`src/rtl/noise_pkg.sv`:
```
// -----------------------------------------------------------------------------
// noise_pkg
// Shared types and constants for the LFSR noise stimulus sequencer.
//   stim_state_e : sequencer states (IDLE, WAIT, STEP, LOAD, VALID, DONE)
//   NUM_LEVELS   : number of amplitude levels walked per sequence
//   LAST_LEVEL   : index of the final level
//   LEVEL_SEL    : level index -> LFSR width select
//                  (level 0..3 = 12/16/18/24 active bits = sel 1/2/3/0)
// -----------------------------------------------------------------------------
package noise_pkg;

  typedef enum logic [2:0] {
    IDLE  = 3'd0,
    WAIT  = 3'd1,
    STEP  = 3'd2,
    LOAD  = 3'd3,
    VALID = 3'd4,
    DONE  = 3'd5
  } stim_state_e;

  localparam int NUM_LEVELS = 4;

  localparam logic [1:0] LAST_LEVEL = 2'(NUM_LEVELS - 1);

  localparam logic [1:0] LEVEL_SEL [NUM_LEVELS] = '{2'd1, 2'd2, 2'd3, 2'd0};

  // Width select driven to the LFSR for a given amplitude level.
  function automatic logic [1:0] level_to_sel(input logic [1:0] level);
    return LEVEL_SEL[level];
  endfunction

endpackage

```
`src/rtl/sample_tick_gen.sv`:
```
// -----------------------------------------------------------------------------
// sample_tick_gen
// Sample-rate divider. Counts cycles while enabled and flags the cycle in
// which the count equals the divider value D, so an enabled run of D+1
// cycles ends in exactly one tick. The count restarts from zero after a tick
// and whenever the sequencer clears it, so it never wraps.
// Ports:
//   i_clk    clock
//   i_rst_n  asynchronous active-low reset
//   i_clr    synchronous clear of the cycle count (priority over i_en)
//   i_en     count enable
//   i_div    divider value D (held stable by the sequencer for a run)
//   o_tick   high while enabled and count == D
// -----------------------------------------------------------------------------
module sample_tick_gen #(
  parameter int DIV_WIDTH = 16
) (
  input  logic                 i_clk,
  input  logic                 i_rst_n,
  input  logic                 i_clr,
  input  logic                 i_en,
  input  logic [DIV_WIDTH-1:0] i_div,
  output logic                 o_tick
);

  localparam logic [DIV_WIDTH-1:0] DIV_ZERO = {DIV_WIDTH{1'b0}};
  localparam logic [DIV_WIDTH-1:0] DIV_ONE  = {{(DIV_WIDTH-1){1'b0}}, 1'b1};

  logic [DIV_WIDTH-1:0] div_cnt_d;
  logic [DIV_WIDTH-1:0] div_cnt_q;

  assign o_tick = i_en && (div_cnt_q == i_div);

  // Next cycle count: clear, restart after the tick, advance, or hold.
  always_comb begin
    div_cnt_d = div_cnt_q;
    if (i_clr) begin
      div_cnt_d = DIV_ZERO;
    end else if (i_en) begin
      if (o_tick) begin
        div_cnt_d = DIV_ZERO;
      end else begin
        div_cnt_d = div_cnt_q + DIV_ONE;
      end
    end else begin
      div_cnt_d = div_cnt_q;
    end
  end

  // Cycle count register.
  always_ff @(posedge i_clk or negedge i_rst_n) begin
    if (!i_rst_n) begin
      div_cnt_q <= DIV_ZERO;
    end else begin
      div_cnt_q <= div_cnt_d;
    end
  end

endmodule

```
`src/rtl/noise_stim_ctrl.sv`:
```
// -----------------------------------------------------------------------------
// noise_stim_ctrl
// Sequencer for the LFSR noise source feeding the FIR low-pass datapath.
// On a start request it walks four amplitude levels (12, 16, 18, 24 active
// bits), stepping the external LFSR once per sample tick, capturing each
// post-step noise word and offering it on a valid/ready stream. A one-cycle
// done pulse marks the end of the last sample of the last level.
// Ports:
//   i_clk, i_rst_n   clock, asynchronous active-low reset
//   i_start          start request (honoured only when idle)
//   i_abort          abort, priority over everything; returns to idle
//   i_div            divider D, latched at start (D+1 wait cycles per sample)
//   i_burst_len      samples per level N, latched at start (0 acts as 1)
//   o_lfsr_en        one-cycle LFSR advance enable
//   o_lfsr_sel       LFSR width select for the current level
//   i_noise          LFSR output word
//   o_sample         captured noise sample, held until accepted
//   o_valid, i_ready output stream handshake
//   o_level          current level index 0..3
//   o_busy           high whenever not idle
//   o_done           one-cycle completion pulse
// All outputs are registers loaded from a decode of the next state, so they
// change on the same edge as the state they describe.
// -----------------------------------------------------------------------------
module noise_stim_ctrl
  import noise_pkg::*;
#(
  parameter int LFSR_WIDTH = 24,
  parameter int DIV_WIDTH  = 16,
  parameter int CNT_WIDTH  = 16
) (
  input  logic                  i_clk,
  input  logic                  i_rst_n,
  input  logic                  i_start,
  input  logic                  i_abort,
  input  logic [DIV_WIDTH-1:0]  i_div,
  input  logic [CNT_WIDTH-1:0]  i_burst_len,
  output logic                  o_lfsr_en,
  output logic [1:0]            o_lfsr_sel,
  input  logic [LFSR_WIDTH-1:0] i_noise,
  output logic [LFSR_WIDTH-1:0] o_sample,
  output logic                  o_valid,
  input  logic                  i_ready,
  output logic [1:0]            o_level,
  output logic                  o_busy,
  output logic                  o_done
);

  localparam logic [CNT_WIDTH-1:0] CNT_ZERO = {CNT_WIDTH{1'b0}};
  localparam logic [CNT_WIDTH-1:0] CNT_ONE  = {{(CNT_WIDTH-1){1'b0}}, 1'b1};
  localparam logic [DIV_WIDTH-1:0] DIV_ZERO = {DIV_WIDTH{1'b0}};
  localparam logic [LFSR_WIDTH-1:0] SMP_ZERO = {LFSR_WIDTH{1'b0}};

  stim_state_e           state_d, state_q;
  logic [DIV_WIDTH-1:0]  div_d, div_q;
  // Index of the last sample in a level (N-1, with N=0 folded onto N=1).
  logic [CNT_WIDTH-1:0]  last_idx_d, last_idx_q;
  logic [CNT_WIDTH-1:0]  sample_cnt_d, sample_cnt_q;
  logic [1:0]            level_d, level_q;
  logic [LFSR_WIDTH-1:0] sample_d, sample_q;
  logic                  lfsr_en_d, lfsr_en_q;
  logic [1:0]            lfsr_sel_d, lfsr_sel_q;
  logic                  valid_d, valid_q;
  logic                  busy_d, busy_q;
  logic                  done_d, done_q;

  logic                  tick_s;
  logic                  in_wait_s;

  assign in_wait_s = (state_q == WAIT);

  // The divider only runs in WAIT; every other state (including VALID while
  // stalled) holds it cleared, so backpressure cannot consume a tick.
  sample_tick_gen #(
    .DIV_WIDTH (DIV_WIDTH)
  ) u_tick_gen (
    .i_clk   (i_clk),
    .i_rst_n (i_rst_n),
    .i_clr   (!in_wait_s),
    .i_en    (in_wait_s),
    .i_div   (div_q),
    .o_tick  (tick_s)
  );

  // Next-state and datapath-update logic for the sequencer.
  always_comb begin
    state_d      = state_q;
    div_d        = div_q;
    last_idx_d   = last_idx_q;
    level_d      = level_q;
    sample_cnt_d = sample_cnt_q;
    sample_d     = sample_q;
    if (i_abort) begin
      // o_sample deliberately keeps its last value on abort.
      state_d      = IDLE;
      level_d      = 2'd0;
      sample_cnt_d = CNT_ZERO;
    end else begin
      case (state_q)
        IDLE: begin
          if (i_start) begin
            div_d        = i_div;
            if (i_burst_len == CNT_ZERO) begin
              last_idx_d = CNT_ZERO;
            end else begin
              last_idx_d = i_burst_len - CNT_ONE;
            end
            level_d      = 2'd0;
            sample_cnt_d = CNT_ZERO;
            state_d      = WAIT;
          end else begin
            state_d = IDLE;
          end
        end
        WAIT: begin
          if (tick_s) begin
            state_d = STEP;
          end else begin
            state_d = WAIT;
          end
        end
        STEP: begin
          state_d = LOAD;
        end
        LOAD: begin
          // The LFSR advanced on the edge that left STEP, so this is the new word.
          sample_d = i_noise;
          state_d  = VALID;
        end
        VALID: begin
          if (i_ready) begin
            if (sample_cnt_q == last_idx_q) begin
              sample_cnt_d = CNT_ZERO;
              if (level_q == LAST_LEVEL) begin
                state_d = DONE;
              end else begin
                level_d = level_q + 2'd1;
                state_d = WAIT;
              end
            end else begin
              sample_cnt_d = sample_cnt_q + CNT_ONE;
              state_d      = WAIT;
            end
          end else begin
            state_d = VALID;
          end
        end
        DONE: begin
          level_d = 2'd0;
          state_d = IDLE;
        end
        default: begin
          level_d      = 2'd0;
          sample_cnt_d = CNT_ZERO;
          state_d      = IDLE;
        end
      endcase
    end
  end

  // Moore decode of the next state into the registered outputs.
  always_comb begin
    lfsr_en_d = (state_d == STEP);
    valid_d   = (state_d == VALID);
    busy_d    = (state_d != IDLE);
    done_d    = (state_d == DONE);
    if (state_d == IDLE) begin
      lfsr_sel_d = 2'd0;
    end else begin
      lfsr_sel_d = level_to_sel(level_d);
    end
  end

  // Sequencer state, latched run parameters and output registers.
  always_ff @(posedge i_clk or negedge i_rst_n) begin
    if (!i_rst_n) begin
      state_q      <= IDLE;
      div_q        <= DIV_ZERO;
      last_idx_q   <= CNT_ZERO;
      sample_cnt_q <= CNT_ZERO;
      level_q      <= 2'd0;
      sample_q     <= SMP_ZERO;
      lfsr_en_q    <= 1'b0;
      lfsr_sel_q   <= 2'd0;
      valid_q      <= 1'b0;
      busy_q       <= 1'b0;
      done_q       <= 1'b0;
    end else begin
      state_q      <= state_d;
      div_q        <= div_d;
      last_idx_q   <= last_idx_d;
      sample_cnt_q <= sample_cnt_d;
      level_q      <= level_d;
      sample_q     <= sample_d;
      lfsr_en_q    <= lfsr_en_d;
      lfsr_sel_q   <= lfsr_sel_d;
      valid_q      <= valid_d;
      busy_q       <= busy_d;
      done_q       <= done_d;
    end
  end

  assign o_lfsr_en  = lfsr_en_q;
  assign o_lfsr_sel = lfsr_sel_q;
  assign o_sample   = sample_q;
  assign o_valid    = valid_q;
  assign o_level    = level_q;
  assign o_busy     = busy_q;
  assign o_done     = done_q;

endmodule

```
`config.mk`:
```
export PLATFORM = sky130hd
export DESIGN_NAME = noise_stim_ctrl
export DESIGN_NICKNAME = d
export VERILOG_FILES = /design/src/rtl/noise_pkg.sv /design/src/rtl/sample_tick_gen.sv /design/src/rtl/noise_stim_ctrl.sv
export SDC_FILE = /design/constraint.sdc
export NUM_CORES = 1
export LEC_CHECK = 0
export CAP_MARGIN = 25
export CORE_MARGIN = 8
export CORE_UTILIZATION = 32
export CTS_BUF_LIST = sky130_fd_sc_hd__clkbuf_16
export CTS_CLUSTER_SIZE = 25
export DETAILED_ROUTE_END_ITERATION = 8
export PLACE_DENSITY = 0.65
export SLEW_MARGIN = 20
export SYNTH_ARGS = -nofsm -noshare
export SYNTH_HDL_FRONTEND = slang
export SYNTH_SLANG_ARGS = --single-unit
```
`constraint.sdc`:
```
create_clock -name i_clk -period 3.05 [get_ports i_clk]
set_clock_uncertainty 0.2 [all_clocks]
set_input_delay 0.61 -clock i_clk [delete_from_list [all_inputs] [get_ports i_clk]]
set_output_delay 0.61 -clock i_clk [all_outputs]
set_load 0.02 [all_outputs]
```
==> load_flow_metrics.sql <==
INSERT INTO impl_metrics (metric_group, metric, value, unit) VALUES
('status', 'run_status', 'finished, final reports clean', ''),
('cts', 'post_cts_buffers', '0', ''),
('worst_setup_path', 'critical_path.max_fanout', '4', ''),
('cells_and_area', 'synthToLayoutAreaGrowth', '32.09', '%'),
('worst_setup_path', 'setup.worst_path.end_class', 'flop', ''),
('cells_and_area', 'post-route-util', '43.41', '%'),
('pwr', 'leakagePower', '2.706', 'nW'),
('sta', 'final.period_utilization', '85.50', '%'),
('floorplan', 'floorplan.initialDensity', '32.86', '%'),
('floorplan', 'fp.dieH', '138.2', 'µm'),
('cts', 'cts.repair.resized', '0', ''),
('cells_and_area', 'mostFrequentLayoutCell', 'sky130_fd_sc_hd__dfrtp_1', ''),
('sta', 'max_slew.worst_pin.slew', '872.3', 'ps'),
('detailed_routing', 'wl', '11.01', 'mm'),
('detailed_routing', 'detailroute.wirelength.met2', '4.588', 'mm'),
('cells_and_area', 'layoutNonFillerInstCount', '766', ''),
('cts', 'hold_buffers', '0', ''),
('sta', 'finalSetupTns', '0', 'ps'),
('sta', 'finalCriticalPeriod', '2608', 'ps'),
('synth', 'post_synth_inst_count', '472', ''),
('worst_setup_path', 'largest_stage_delay_on_the_critical_path', '530', 'ps'),
('cts', 'cts.reportedPaths.clkPinSlew', '60', 'ps'),
('pwr', 'ir_drop', '0.3699', 'mV'),
('floorplan', 'die_width', '138.2', 'µm'),
('global_route', 'grt_pass1_vias', '3772', ''),
('worst_setup_path', 'reg2reg_setup_slack', '530', 'ps'),
('cts', 'cell_at_the_root_of_the_clock_tree', 'sky130_fd_sc_hd__clkbuf_16', ''),
('synth', 'syn_nets', '536', ''),
('worst_setup_path', 'cp_top_family', 'simple AND/OR/NAND/NOR gates', ''),
('synth', 'ys_warn_count', '0', ''),
('global_route', 'grt_first_pass_wirelength', '18.71', 'mm'),
('sta', 'final-setup-viol-count', '0', ''),
('floorplan', 'floorplan.rows', '44', ''),
('placement', 'numPlacedInstances', '751', ''),
('detailed_routing', 'dr_total_vias', '3652', ''),
('pwr', 'cellPowerDensity', '501.0', 'nW/µm²'),
('floorplan', 'core', '14530', 'µm²'),
('detailed_routing', 'route.layer.met1.wl', '5.668', 'mm'),
('detailed_routing', 'drt_iter0_markers', '195', ''),
('detailed_routing', 'dr.max_layer_used', 'met4', ''),
('cells_and_area', 'nets', '642', ''),
('global_route', 'antenna_found_initial', '0', ''),
('placement', 'placedInstanceArea', '6001', 'µm²'),
('cts', 'cts_sinks', '99', ''),
('worst_setup_path', 'setup.worst_path.class', 'in2reg', ''),
('floorplan', 'die_area', '19090', 'µm²'),
('cts', 'numCtsBuffers', '9', ''),
('cells_and_area', 'layout.cell_area.non_filler', '6309', 'µm²'),
('worst_setup_path', 'timing.critical_path.from_type', 'input port', ''),
('sta', 'final-max-slew-violation-count', '0', ''),
('synth', 'ys_seq_elements', '99', ''),
('synth', 'fraction_of_registers_with_async_set_reset', '100.0', '%'),
('synth', 'synth_largest_area_cell', 'sky130_fd_sc_hd__dfrtp_1', ''),
('cts', 'tritoncts_clock_tree', 'yes', ''),
('worst_setup_path', 'timing.critical_path.slowest_stage_cell', 'sky130_fd_sc_hd__or4_1', ''),
('pwr', 'finalPower', '3.160', 'mW'),
('worst_setup_path', 'worst-path-buf-inv', '2', ''),
('worst_setup_path', 'cp_data_required_time', '3060', 'ps'),
('placement', 'gpl.final_weighted_congestion', '0.8598', ''),
('detailed_routing', 'drtAntennaViolNets', '0', ''),
('cts', 'clk_path_buf_depth', '2', ''),
('synth', 'synthDistinctLibCells', '49', ''),
('min_path', 'min-delay-path-class', 'in2async', ''),
('sta', 'fmaxAchievable', '0.3835', 'GHz'),
('sta', 'max_slew_margin', '41.85', '%'),
('detailed_routing', 'route.detailed.vias_per_inst', '4.768', ''),
('synth', 'number_of_flops_mapped_to_enable_cells_by_yosys', '0', ''),
('detailed_routing', 'detail_route.drc_violations', '0', ''),
('synth', 'syn_avg_cell_area', '10.12', 'µm²'),
('cells_and_area', 'drive_above_1_share', '11.34', '%'),
('sta', 'setup_repair_after_global_routing_missed_its_margin', 'no', '');
-- path summary, 6_finish.rpt --
kind	start	endpoint	depth (start not counted)
worst max-delay path	i_burst_len[2]	last_idx_q[15]$_DFFE_PN0P_	8
worst min-delay path	i_rst_n	o_lfsr_sel[1]$_DFF_PN0_	1
worst max register to register	u_tick_gen.div_cnt_q[14]$_DFF_PN0_	o_lfsr_en$_DFF_PN0_	6
worst min register to register	o_sample[12]$_DFFE_PN0P_	o_sample[12]$_DFFE_PN0P_	1
max in group asynchronous	i_rst_n	u_tick_gen.div_cnt_q[9]$_DFF_PN0_	2
min in group i_clk	o_sample[12]$_DFFE_PN0P_	o_sample[12]$_DFFE_PN0P_	1
-- synthesized netlist by cell type, drive strengths merged, types with 2 or more instances --
| cell | instances |
|---|---|
| ha | 3 |
| xor2 | 32 |
| dfrtp | 99 |
| nor2b | 2 |
| and3 | 5 |
| nand2 | 86 |
| nor4b | 2 |
| buf | 7 |
| or2 | 2 |
| nand2b | 2 |
| and2 | 2 |
| xnor2 | 38 |
| nand3 | 12 |
| a22oi | 2 |
| o21ai | 20 |
| mux2i | 2 |
| o31ai | 2 |
| clkbuf | 9 |
| a21oi | 5 |
| nor3 | 10 |
| nand3b | 4 |
| or4 | 4 |
| nand4 | 8 |
| mux2 | 24 |
| nor4 | 16 |
| inv | 10 |
| nor2 | 47 |
-- layout make-up --
type / count / area [µm²]
clock inverters: 6 / 82.58
inverters: 10 / 37.54
multi-input cells: 347 / 2195
repair buffers: 111 / 1061
fillers: 1412 / 8225
clock buffers: 9 / 225.2
flip-flops and latches: 99 / 2477
well taps: 184 / 230.2
-- flip-flops by register name, indices dropped and copies added (netlist names), 2 cells and up --
signal and count:
o_sample 24, div_q 16, last_idx_q 16, sample_cnt_q 16
u_tick_gen.div_cnt_q 16, state_q 3, o_level 2, o_lfsr_sel 2
-- report_power, final --
| part | total (mW) | internal (mW) | switching, mW |
|---|---|---|---|
| clock | 1.19 | 0.708 | 0.480 |
| combinational | 0.472 | 0.246 | 0.226 |
| sequential | 1.50 | 1.42 | 0.0788 |
-- kinds of logic after synthesis --
| group | Yosys count | share of synthesized area [%] |
|---|---|---|
| and+or+nand+nor | 207 | 20.54 |
| DFF | 99 | 51.87 |
| xor gates and xnor gates | 70 | 12.84 |
| AOI/OAI and AO/OA | 41 | 5.607 |
| buffers and inverters | 26 | 2.279 |
| muxes | 26 | 6.078 |
| adders and majority gates | 3 | 0.7860 |
-- metal layers --
metal	GRT usage, %	up-vias
met5	0	-
met4	3.947	0
met3	4.007	9
met2	17.05	111
met1	16.06	1730
li1	-	1802
No activity file was read; power rests on OpenSTA's default activity.
